`src/rtl/button_conditioner.sv`:
```
// Per-channel debouncer with press/release/long-press/auto-repeat pulses; all outputs registered.
// Press/release appear DB_CYCLES+2 edges after a raw level change; no backpressure, pulses are one cycle.
module button_conditioner #(
  parameter int               N_BTN         = 5,
  parameter int               DB_CYCLES     = 20,
  parameter int               LONG_CYCLES   = 1000,
  parameter int               REPEAT_CYCLES = 200,
  parameter logic [N_BTN-1:0] REPEAT_MASK   = N_BTN'(1)
) (
  input  logic             clk,
  input  logic             rst,
  input  logic [N_BTN-1:0] btn_raw,
  output logic [N_BTN-1:0] btn_level,
  output logic [N_BTN-1:0] btn_press,
  output logic [N_BTN-1:0] btn_release,
  output logic [N_BTN-1:0] btn_long,
  output logic [N_BTN-1:0] btn_repeat
);

  localparam int DBW = $clog2(DB_CYCLES + 1);
  localparam int HW  = $clog2(LONG_CYCLES + 1);
  localparam int RPW = $clog2(REPEAT_CYCLES + 1);

  localparam logic [DBW-1:0] DB_LAST   = DBW'(DB_CYCLES - 1);
  localparam logic [HW-1:0]  HOLD_TERM = HW'(LONG_CYCLES);
  localparam logic [HW-1:0]  HOLD_PRE  = HW'(LONG_CYCLES - 1);
  localparam logic [RPW-1:0] REP_LAST  = RPW'(REPEAT_CYCLES - 1);

  typedef enum logic [1:0] {
    S_IDLE,
    S_PRESS_WAIT,
    S_HELD,
    S_RELEASE_WAIT
  } state_t;

  logic [N_BTN-1:0] r_sync1;
  logic [N_BTN-1:0] r_sync2;

  always_ff @(posedge clk or posedge rst) begin
    if (rst) begin
      r_sync1 <= '0;
      r_sync2 <= '0;
    end else begin
      r_sync1 <= btn_raw;
      r_sync2 <= r_sync1;
    end
  end

  for (genvar g = 0; g < N_BTN; g++) begin : g_ch
    state_t         r_state, w_state_nxt;
    logic [DBW-1:0] r_db, w_db_nxt;
    logic [HW-1:0]  r_hold, w_hold_nxt;
    logic [RPW-1:0] r_rep, w_rep_nxt;
    logic           r_level, w_level_nxt;
    logic           r_press, w_press_nxt;
    logic           r_release, w_release_nxt;
    logic           r_long, w_long_nxt;
    logic           r_repeat, w_repeat_nxt;
    logic           w_sync;

    assign w_sync = r_sync2[g];

    always_comb begin
      w_state_nxt   = r_state;
      w_db_nxt      = r_db;
      w_hold_nxt    = r_hold;
      w_rep_nxt     = r_rep;
      w_level_nxt   = r_level;
      w_press_nxt   = 1'b0;
      w_release_nxt = 1'b0;
      w_long_nxt    = 1'b0;
      w_repeat_nxt  = 1'b0;
      case (r_state)
        S_IDLE: begin
          if (w_sync) begin
            w_state_nxt = S_PRESS_WAIT;
            w_db_nxt    = DBW'(1);
          end
        end
        S_PRESS_WAIT: begin
          if (!w_sync) begin
            w_state_nxt = S_IDLE;
            w_db_nxt    = '0;
          end else if (r_db == DB_LAST) begin
            w_state_nxt = S_HELD;
            w_db_nxt    = '0;
            w_level_nxt = 1'b1;
            w_press_nxt = 1'b1;
            w_hold_nxt  = '0;
            w_rep_nxt   = '0;
          end else begin
            w_db_nxt = r_db + DBW'(1);
          end
        end
        S_HELD: begin
          if (!w_sync) begin
            w_state_nxt = S_RELEASE_WAIT;
            w_db_nxt    = DBW'(1);
          end
        end
        S_RELEASE_WAIT: begin
          if (w_sync) begin
            w_state_nxt = S_HELD;
            w_db_nxt    = '0;
          end else if (r_db == DB_LAST) begin
            w_state_nxt   = S_IDLE;
            w_db_nxt      = '0;
            w_level_nxt   = 1'b0;
            w_release_nxt = 1'b1;
            w_hold_nxt    = '0;
            w_rep_nxt     = '0;
          end else begin
            w_db_nxt = r_db + DBW'(1);
          end
        end
        default: begin
          w_state_nxt = S_IDLE;
        end
      endcase

      // Hold time only accrues on cycles the button reads pressed, so a bounce freezes it.
      if ((r_state == S_HELD || r_state == S_RELEASE_WAIT) && w_sync) begin
        if (r_hold != HOLD_TERM) begin
          w_hold_nxt = r_hold + HW'(1);
          w_long_nxt = (r_hold == HOLD_PRE);
        end else if (REPEAT_MASK[g]) begin
          if (r_rep == REP_LAST) begin
            w_rep_nxt    = '0;
            w_repeat_nxt = 1'b1;
          end else begin
            w_rep_nxt = r_rep + RPW'(1);
          end
        end
      end
    end

    always_ff @(posedge clk or posedge rst) begin
      if (rst) begin
        r_state   <= S_IDLE;
        r_db      <= '0;
        r_hold    <= '0;
        r_rep     <= '0;
        r_level   <= 1'b0;
        r_press   <= 1'b0;
        r_release <= 1'b0;
        r_long    <= 1'b0;
        r_repeat  <= 1'b0;
      end else begin
        r_state   <= w_state_nxt;
        r_db      <= w_db_nxt;
        r_hold    <= w_hold_nxt;
        r_rep     <= w_rep_nxt;
        r_level   <= w_level_nxt;
        r_press   <= w_press_nxt;
        r_release <= w_release_nxt;
        r_long    <= w_long_nxt;
        r_repeat  <= w_repeat_nxt;
      end
    end

    assign btn_level[g]   = r_level;
    assign btn_press[g]   = r_press;
    assign btn_release[g] = r_release;
    assign btn_long[g]    = r_long;
    assign btn_repeat[g]  = r_repeat;
  end

endmodule

```
`config.mk`:
```
export PLATFORM = sky130hd
export DESIGN_NAME = button_conditioner
export DESIGN_NICKNAME = d
export VERILOG_FILES = /design/src/rtl/button_conditioner.sv
export SDC_FILE = /design/constraint.sdc
export NUM_CORES = 1
export LEC_CHECK = 0
export ABC_AREA = 1
export CAP_MARGIN = 15
export CORE_MARGIN = 4
export CORE_UTILIZATION = 35
export DETAILED_ROUTE_END_ITERATION = 10
export MAX_ROUTING_LAYER = met4
export PLACE_DENSITY = 0.51
export SYNTH_ARGS = -nofsm -noshare
export SYNTH_HDL_FRONTEND = slang
export SYNTH_SLANG_ARGS = --single-unit
```
`constraint.sdc`:
```
create_clock -name clk -period 5.23 [get_ports clk]
set_clock_uncertainty 0.05 [all_clocks]
set_input_delay 1.046 -clock clk [delete_from_list [all_inputs] [get_ports clk]]
set_output_delay 1.046 -clock clk [all_outputs]
set_load 0.005 [all_outputs]
```
==> results.txt, run 1 <==
- The flow ran to the end, and the final reports show no timing, DRC or antenna violations.
- Via density: approximately 4.6
- Core utilization of the finished layout: between 40% and 50%
- The count of final max-slew check failures is 0.
- The post-route netlist has 11.5% of its cells at a drive strength greater than 1.
* Number of clock sinks: ~120
* Worst IR Drop VDD: around 0.00021 V
- Worst-margin pin slew: roughly 0.9 ns
* Global-route wire length before repair: ~22 mm
- Input/output buffers: 27
* Placeable core area: between 0.015 and 0.02 sq mm
- After synthesis the netlist holds a flip-flop and latch count of 124.
- Netlist area before placement: slightly below 0.007 sq mm
- In this run, synthesis inferred 0 flip-flops with an integrated enable.
- The worst register-to-register path has a depth of 10.
- DR WL/cell: around 11 um
* NumNets Final: 868
- Headroom to the max-slew limit: between 40% and 50%
- Buffers inserted by post-CTS timing repair: 0
* Die area: between 0.02 and 0.025 sq mm
- Setup violations remaining at the end of the flow were counted as 0.
- I/O pin count: 32
* Placed inst area: a little over 0.007 sq mm
- For the finished layout, the period the worst path requires is between 2 and 2.5 ns.
* Compound-cell area share of the yosys netlist: under 10%
* Number of remaining DRC errors: 0
- The repair_antennas step left the layout with diodes totalling 0.
- Summed over all cells, the static leakage comes to about 3.7 nW.
- Routed WL: around 13 mm
* Xor/xnor share of the synthesized area: under 10%
- STA puts the critical path data arrival time at 1.26 ns.
- H-tree Lvls: 4
- Across the whole layout, storage elements account for around 0.0031 sq mm.
- Final Instance Area: 0.00776 sq mm
* Total power divided by cell area: around 320 mW/mm^2
- Most used DFF post-synth: dfrtp_1
- The signal on the critical path passes through clkdlybuf4s50_1.
- WS Path Type: flip-flop to output pin
- Before CTS, the worst setup slack after placement is approximately 2.5 ns.
- Final RePlAce weighted congestion: 0.796
- Sequential-to-total area share from yosys stat: a little under half
- Layout overhead on the synthesized area: 14.5%
- Multiplexer area fraction after synthesis: 0%
- Across all layers, the routed design uses 5104 vias.
* Worst Setup Start Kind: flip-flop
- Average footprint of a synthesized cell: roughly 8 sq um
- In the final timing run, aggregate negative setup slack is 0 ns.
* Fill count: between 1500 and 2000
- Clock Path Buffers: 2
- Top Family by Delay on Critical Path: buffers and inverters
* Number of hold buffers added after CTS: 0
- Clock transition time at the flip-flop clock pins of the worst setup and hold paths: about 0.050 ns
- Total power: between 2 and 3 mW
- Initial antenna violation count: 0
- For this run the aggregate overflow at the end of global routing stands at 0.
- Area taken by multi-input logic gates: roughly 0.0030 sq mm
- CTS tree: built
- In this run the number of cells on the critical path is 1.
- Most common cell in the synthesized netlist: nand2_1
* MaxCap Viol Count: 0
- 1st-pass router iterations: 4
* Simple-Gate Fraction of Synth Area: between 30% and 40%
* Detailed placer's ending HPWL: about 8.7 mm
- Leading area contributor after synthesis: dfrtp_1
* Critical path capture point type: output pin
- In the post-route analysis, the smallest setup slack over all paths is 2.87 ns.
- Hold path depth: 0
* Hold/Removal Path Class: flip-flop to flip-flop
- For this design, the slowest cell found on the critical path is clkdlybuf4s50_1.
- Static timing analysis puts the maximum clock frequency at approximately 420 MHz.
- Peak per-stage delay on the critical path: 0.51 ns
* Top post-synthesis cells by area: dfrtp_1 46%, nand2_1 9.8%, nand3_1 6.7%
* Vias in the first global route: between 4000 and 5000
- Netlist cell types: 39
- The first routing iteration left about 250 violations.
* Final cycle utilization of the critical path: a little under half
* Cell count after synthesis: a little over 800
* Unrepaired setup endpoints after global routing: no
- Once detail routing completed, the nets flagged for antenna violations numbered 0.
- The final count of hold timing violations came to 0.
- Critical path buffers and inverters: 1
- Number of gates resized after CTS: 0
- TritonCTS buffer count: 17
- After synthesis, the share of flip-flops with an asynchronous set or reset is between 90% and 100%.
* Leading post-synthesis cells by instance count: 177 x nand2_1, 124 x dfrtp_1, 111 x inv_1
- Y dimension of the die: around 150 um
- Effective utilization at floorplan: a little over a third
- Floorplan row count: 50
- Data on the critical path is required at its endpoint by around 4.1 ns.
- In this run the clock root is driven by a clkbuf_16.
- Of all nets on the critical path, the largest fanout is 2.
* Synth top area share: between 40 and 50%
- From left edge to right edge, the die measures between 100 and 150 um.
- Entering global routing, the biggest net connects 100 pins.
- The synthesized netlist devotes under 10% of its cell area to adder and majority cells.
- For this run, the total global-route usage over all layers was measured as approximately an eighth.
- Skew-Pair Late Insertion Delay: ~0.41 ns
- Yosys warning count: 0
- Dominant combinational cell family by area after synthesis: simple AND/OR/NAND/NOR gates
## sequential cells by signal, indices dropped and copies added, names as in the netlist, named ones only
signal / flops
g_ch.r_hold: 50
r_sync1: 5
g_ch.r_long: 5
g_ch.r_rep: 8
g_ch.r_db: 25
g_ch.r_repeat: 1
g_ch.r_state: 5
g_ch.r_press: 5
g_ch.r_level: 5
r_sync2: 5
g_ch.r_release: 5
## final timing paths
check                             startpoint                 to  slack [ns]
hold reg to reg                   r_sync1[4]         r_sync2[4]        0.30
setup reg to reg           g_ch[2].r_hold[0]  g_ch[2].r_hold[6]        3.44
max in group asynchronous                rst  g_ch[2].r_hold[1]        3.03
hold / removal                    r_sync1[4]         r_sync2[4]        0.30
min in group asynchronous                rst  g_ch[1].r_hold[6]        1.14
setup / recovery             g_ch[0].r_level       btn_level[0]        2.87
## power by group
group,total (mW),internal [mW],leakage [nW],switching [mW]
registers,1.07,1.01,1.67,0.0527
logic,0.219,0.0759,1.74,0.143
clock network,1.23,0.824,0.310,0.410
total,2.52,1.91,3.71,0.606
## final cells by class
cell class	instances	area share (%)
clock buffer	26	6.69
clock inverter	6	1.35
inverter	123	6.05
multi-input combinational	551	38.2
sequential	124	40.0
tap	260	4.19
timing repair buffer	28	3.58
## cells in the final DEF, fill, tap and decap left out, drive strengths merged
master	count
nand3b	3
inv	123
nand4	30
nor4	1
a21o	1
o21bai	1
clkbuf	26
clkinv	3
clkdlybuf4s50	27
nand3	102
ha	16
nand2	191
xnor2	6
nor2	86
dfrtp	124
xor2	16
a21oi	23
o31ai	1
nor4b	1
bufinv	3
o22ai	6
o21ai	39
conb	4
nor3	23
a31o	1
buf	1
## kinds of logic after synthesis
kind of cell               Yosys count
buffers and inverters              158
AOI/OAI and AO/OA                   72
DFF                                124
and+or+nand+nor                    437
adders and majority gates           16
xor gates and xnor gates            22
other                                1
## layer usage
layer  vias to the layer above  track usage (%)  routed length [um]
met5                         -                -                   0
met4                         0             4.15                 144
met3                        11             3.79                 426
met2                        63             19.3                5730
met1                      2349             16.8                6460
li1                       2681                -                   -
## metrics by stage
| step | hold slack (ns) | instances |
|---|---|---|
| after floorplan | 0.281 | 833 |
| after global placement | 0.282 | 1086 |
| after detailed placement | 0.286 | 1086 |
| after CTS | 0.300 | 1118 |
| after global routing | 0.301 | 1118 |
| final | 0.298 | 1118 |
Note: power is estimated with default switching activity, not from simulation.
==> run 2, diff against run 1 <==
--- a/config.mk
+++ b/config.mk
@@ -11,7 +11,7 @@
 export CORE_UTILIZATION = 35
 export DETAILED_ROUTE_END_ITERATION = 10
 export MAX_ROUTING_LAYER = met4
-export PLACE_DENSITY = 0.51
+export PLACE_DENSITY = 0.53
 export SYNTH_ARGS = -nofsm -noshare
 export SYNTH_HDL_FRONTEND = slang
 export SYNTH_SLANG_ARGS = --single-unit
==> constraint.sdc (replaced) <==
create_clock -name clk -period 2 [get_ports clk]
set_clock_uncertainty 0.05 [all_clocks]
set_input_delay 0.4 -clock clk [delete_from_list [all_inputs] [get_ports clk]]
set_output_delay 0.4 -clock clk [all_outputs]
set_load 0.005 [all_outputs]
==> results.txt, run 2 (same netlist as run 1, synthesis figures left out) <==
- Result of the run: finished clean
- Critical path capture point type: output pin
* NumNets Final: a little under 900
- H-tree Lvls: 4
- Walking the worst path, the cells encountered are clkdlybuf4s50_1.
- For the finished layout, the period the worst path requires is 1.71 ns.
- Summed over all cells, the static leakage comes to around 3.7 nW.
* Top Family by Delay on Critical Path: buffers and inverters
* Critical path buffers and inverters: 1
- Register containing the most flip-flops in the final layout: g_ch.r_hold
* First DRT Iteration DRCs: 286
- The critical path in this run is classified as flip-flop to output pin.
* Post-Layout Cell Count: ~1100
* Die area: 0.0217 sq mm
- The count of final max-slew check failures was 0.
* Data arrival at the endpoint of the critical path: roughly 1.3 ns
- GRT overflow: 0
* Detailed placer's ending HPWL: between 8 and 9 mm
* Clock transition time at the flip-flop clock pins of the worst setup and hold paths: roughly 0.050 ns
* TritonCTS buffer count: 17
- In this run, post-CTS repair resized a total of 0 instances.
- Placed Cells incl. Taps: roughly 1100
- Across the run, the number of max-cap violations was 0.
- Routed WL: around 13 mm
* Met1 Usage GRT: around 18%
* Met2 demand-to-capacity share in global routing: a little under a fifth
- met2 is the most crowded layer.
* Final Hold Vio Count: 0
* Initial antenna violation count: 0
* Flip-flop count of the largest register after layout: 50
* Data required time of the critical path: approximately 1.6 ns
* Setup TNS: 0 ns
* Floorplan row count: 50
* Worst IR Drop VDD: between 0.0005 and 0.0006 V
* Largest net degree at the start of global routing: 39
* Via count: 5145
* Residual antenna-violating net count after detailed routing: 0
- Effective utilization at floorplan: a little over a third
* Overall global routing resource usage: between 10% and 20%
- Peak clock frequency supported by timing: between 500 and 600 MHz
- Antenna diode count: 0
- The worst path uses between 80% and 90% of the clock period.
- Input/output buffers: 27
- Summing all placed instances gives a cell area of ~0.007 sq mm.
- Number of remaining DRC errors: 0
- In the routed layout, each cell is associated on average with a via count of between 4 and 5.
- In the final layout, the registers with the most flip-flops are g_ch.r_hold: 50 flops, g_ch.r_db: 25 flops, g_ch.r_rep: 8 flops.
- Number of clock sinks: approximately 120
* Met3 routing resource usage after global routing: under 10%
- On the critical path, the stage with the largest delay is an instance of clkdlybuf4s50_1.
- Leading cell type in the layout, fill and taps excluded: nand2_1
* Hold/Removal Path Class: input port to async pin
- The number of global-route vias before repair came to approximately 5000.
- Setup repair after global routing left no endpoint under its margin.
- Along the worst path, the maximum fanout reaches 2.
* Final RePlAce weighted congestion: slightly above 0.8
- The total area inside the core boundary comes to 0.0189 sq mm.
- I/O pin count: 32
- Fraction of layout instances using a drive strength above 1: approximately an eighth
* Skew-Pair Late Insertion Delay: roughly 0.40 ns
* Die outline width: roughly 150 um
- Most frequent cells in the layout: 177 x nand2_1, 124 x dfrtp_1, 110 x inv_1
- Buffers inserted by post-CTS timing repair: 0
- Clock Path Buffers: 2
- In this run the power density over the cells is around 830 mW/mm^2.
- The worst setup path is launched from a flip-flop.
* Number of hold buffers added after CTS: 0
- Dividing the detail-routed wire length by the instance count gives roughly 11 um.
* Peak per-stage delay on the critical path: just over 0.5 ns
* Global-route wire length before repair: 22.8 mm
* CTS tree: built
* Final setup vio count: 0
- The cell sitting at the root of the clock tree is a clkbuf_16.
- 1st-pass router iterations: 5
- Final Instance Area: 0.00781 sq mm
* Layout overhead on the synthesized area: 15.2%
* Y dimension of the die: approximately 150 um
## run 2: area by class of cell
type | instances | area (sq um)
sequential | 124 | 3100
clock buffer | 24 | 512
clock inverter | 7 | 85.1
timing repair buffer | 33 | 353
multi-input combinational | 551 | 2960
tap | 260 | 325
fill | 1899 | 11100
inverter | 123 | 468
## run 2: routing by layer
| metal | routed length, um | share of wire, % | vias to the layer above |
|---|---|---|---|
| met1 | 6570 | 52 | 2396 |
| met2 | 5550 | 44 | 46 |
| met4 | 151 | 1.2 | 0 |
| met5 | 0 | 0 | - |
| met3 | 391 | 3.1 | 13 |
| li1 | - | - | 2690 |
## run 2: final timing paths
check	slack [ns]	end	start	cells after the start
setup / recovery	0.29	btn_level[0]	g_ch[0].r_level	1
hold / removal	0.25	g_ch[0].r_repeat	rst	2
setup reg to reg	0.34	g_ch[0].r_rep[0]	g_ch[0].r_hold[0]	8
hold reg to reg	0.30	r_sync2[2]	r_sync1[2]	0
max in group asynchronous	1.16	g_ch[4].r_db[1]	rst	3
min in group clk	0.30	r_sync2[2]	r_sync1[2]	0
## run 2: power breakdown
part	internal [mW]	switching, mW	leakage [nW]
combinational	0.210	0.377	1.77
clock	2.02	1.06	0.302
sequential	2.65	0.144	1.67
## run 2: metrics by stage
step                worst slack [ns]  utilization [%]  power (mW)  hold WS (ns)
finish                         0.286             41.3        6.45         0.251
global route                   0.199             41.3        6.81         0.262
CTS                            0.252             41.3        6.57         0.242
detailed placement             0.325             38.2        3.43         0.288
global placement               0.396             38.2        3.42         0.283
floorplan                     0.0247                -        3.28         0.281
==> run 3, diff against run 2 <==
--- a/config.mk
+++ b/config.mk
@@ -9,6 +9,7 @@
 export CAP_MARGIN = 15
 export CORE_MARGIN = 4
 export CORE_UTILIZATION = 35
+export CTS_CLUSTER_DIAMETER = 100
 export DETAILED_ROUTE_END_ITERATION = 10
 export MAX_ROUTING_LAYER = met4
 export PLACE_DENSITY = 0.53
==> results of run 3 <==
Same layout as run 2: the final DEF is identical, and so are final timing and power.
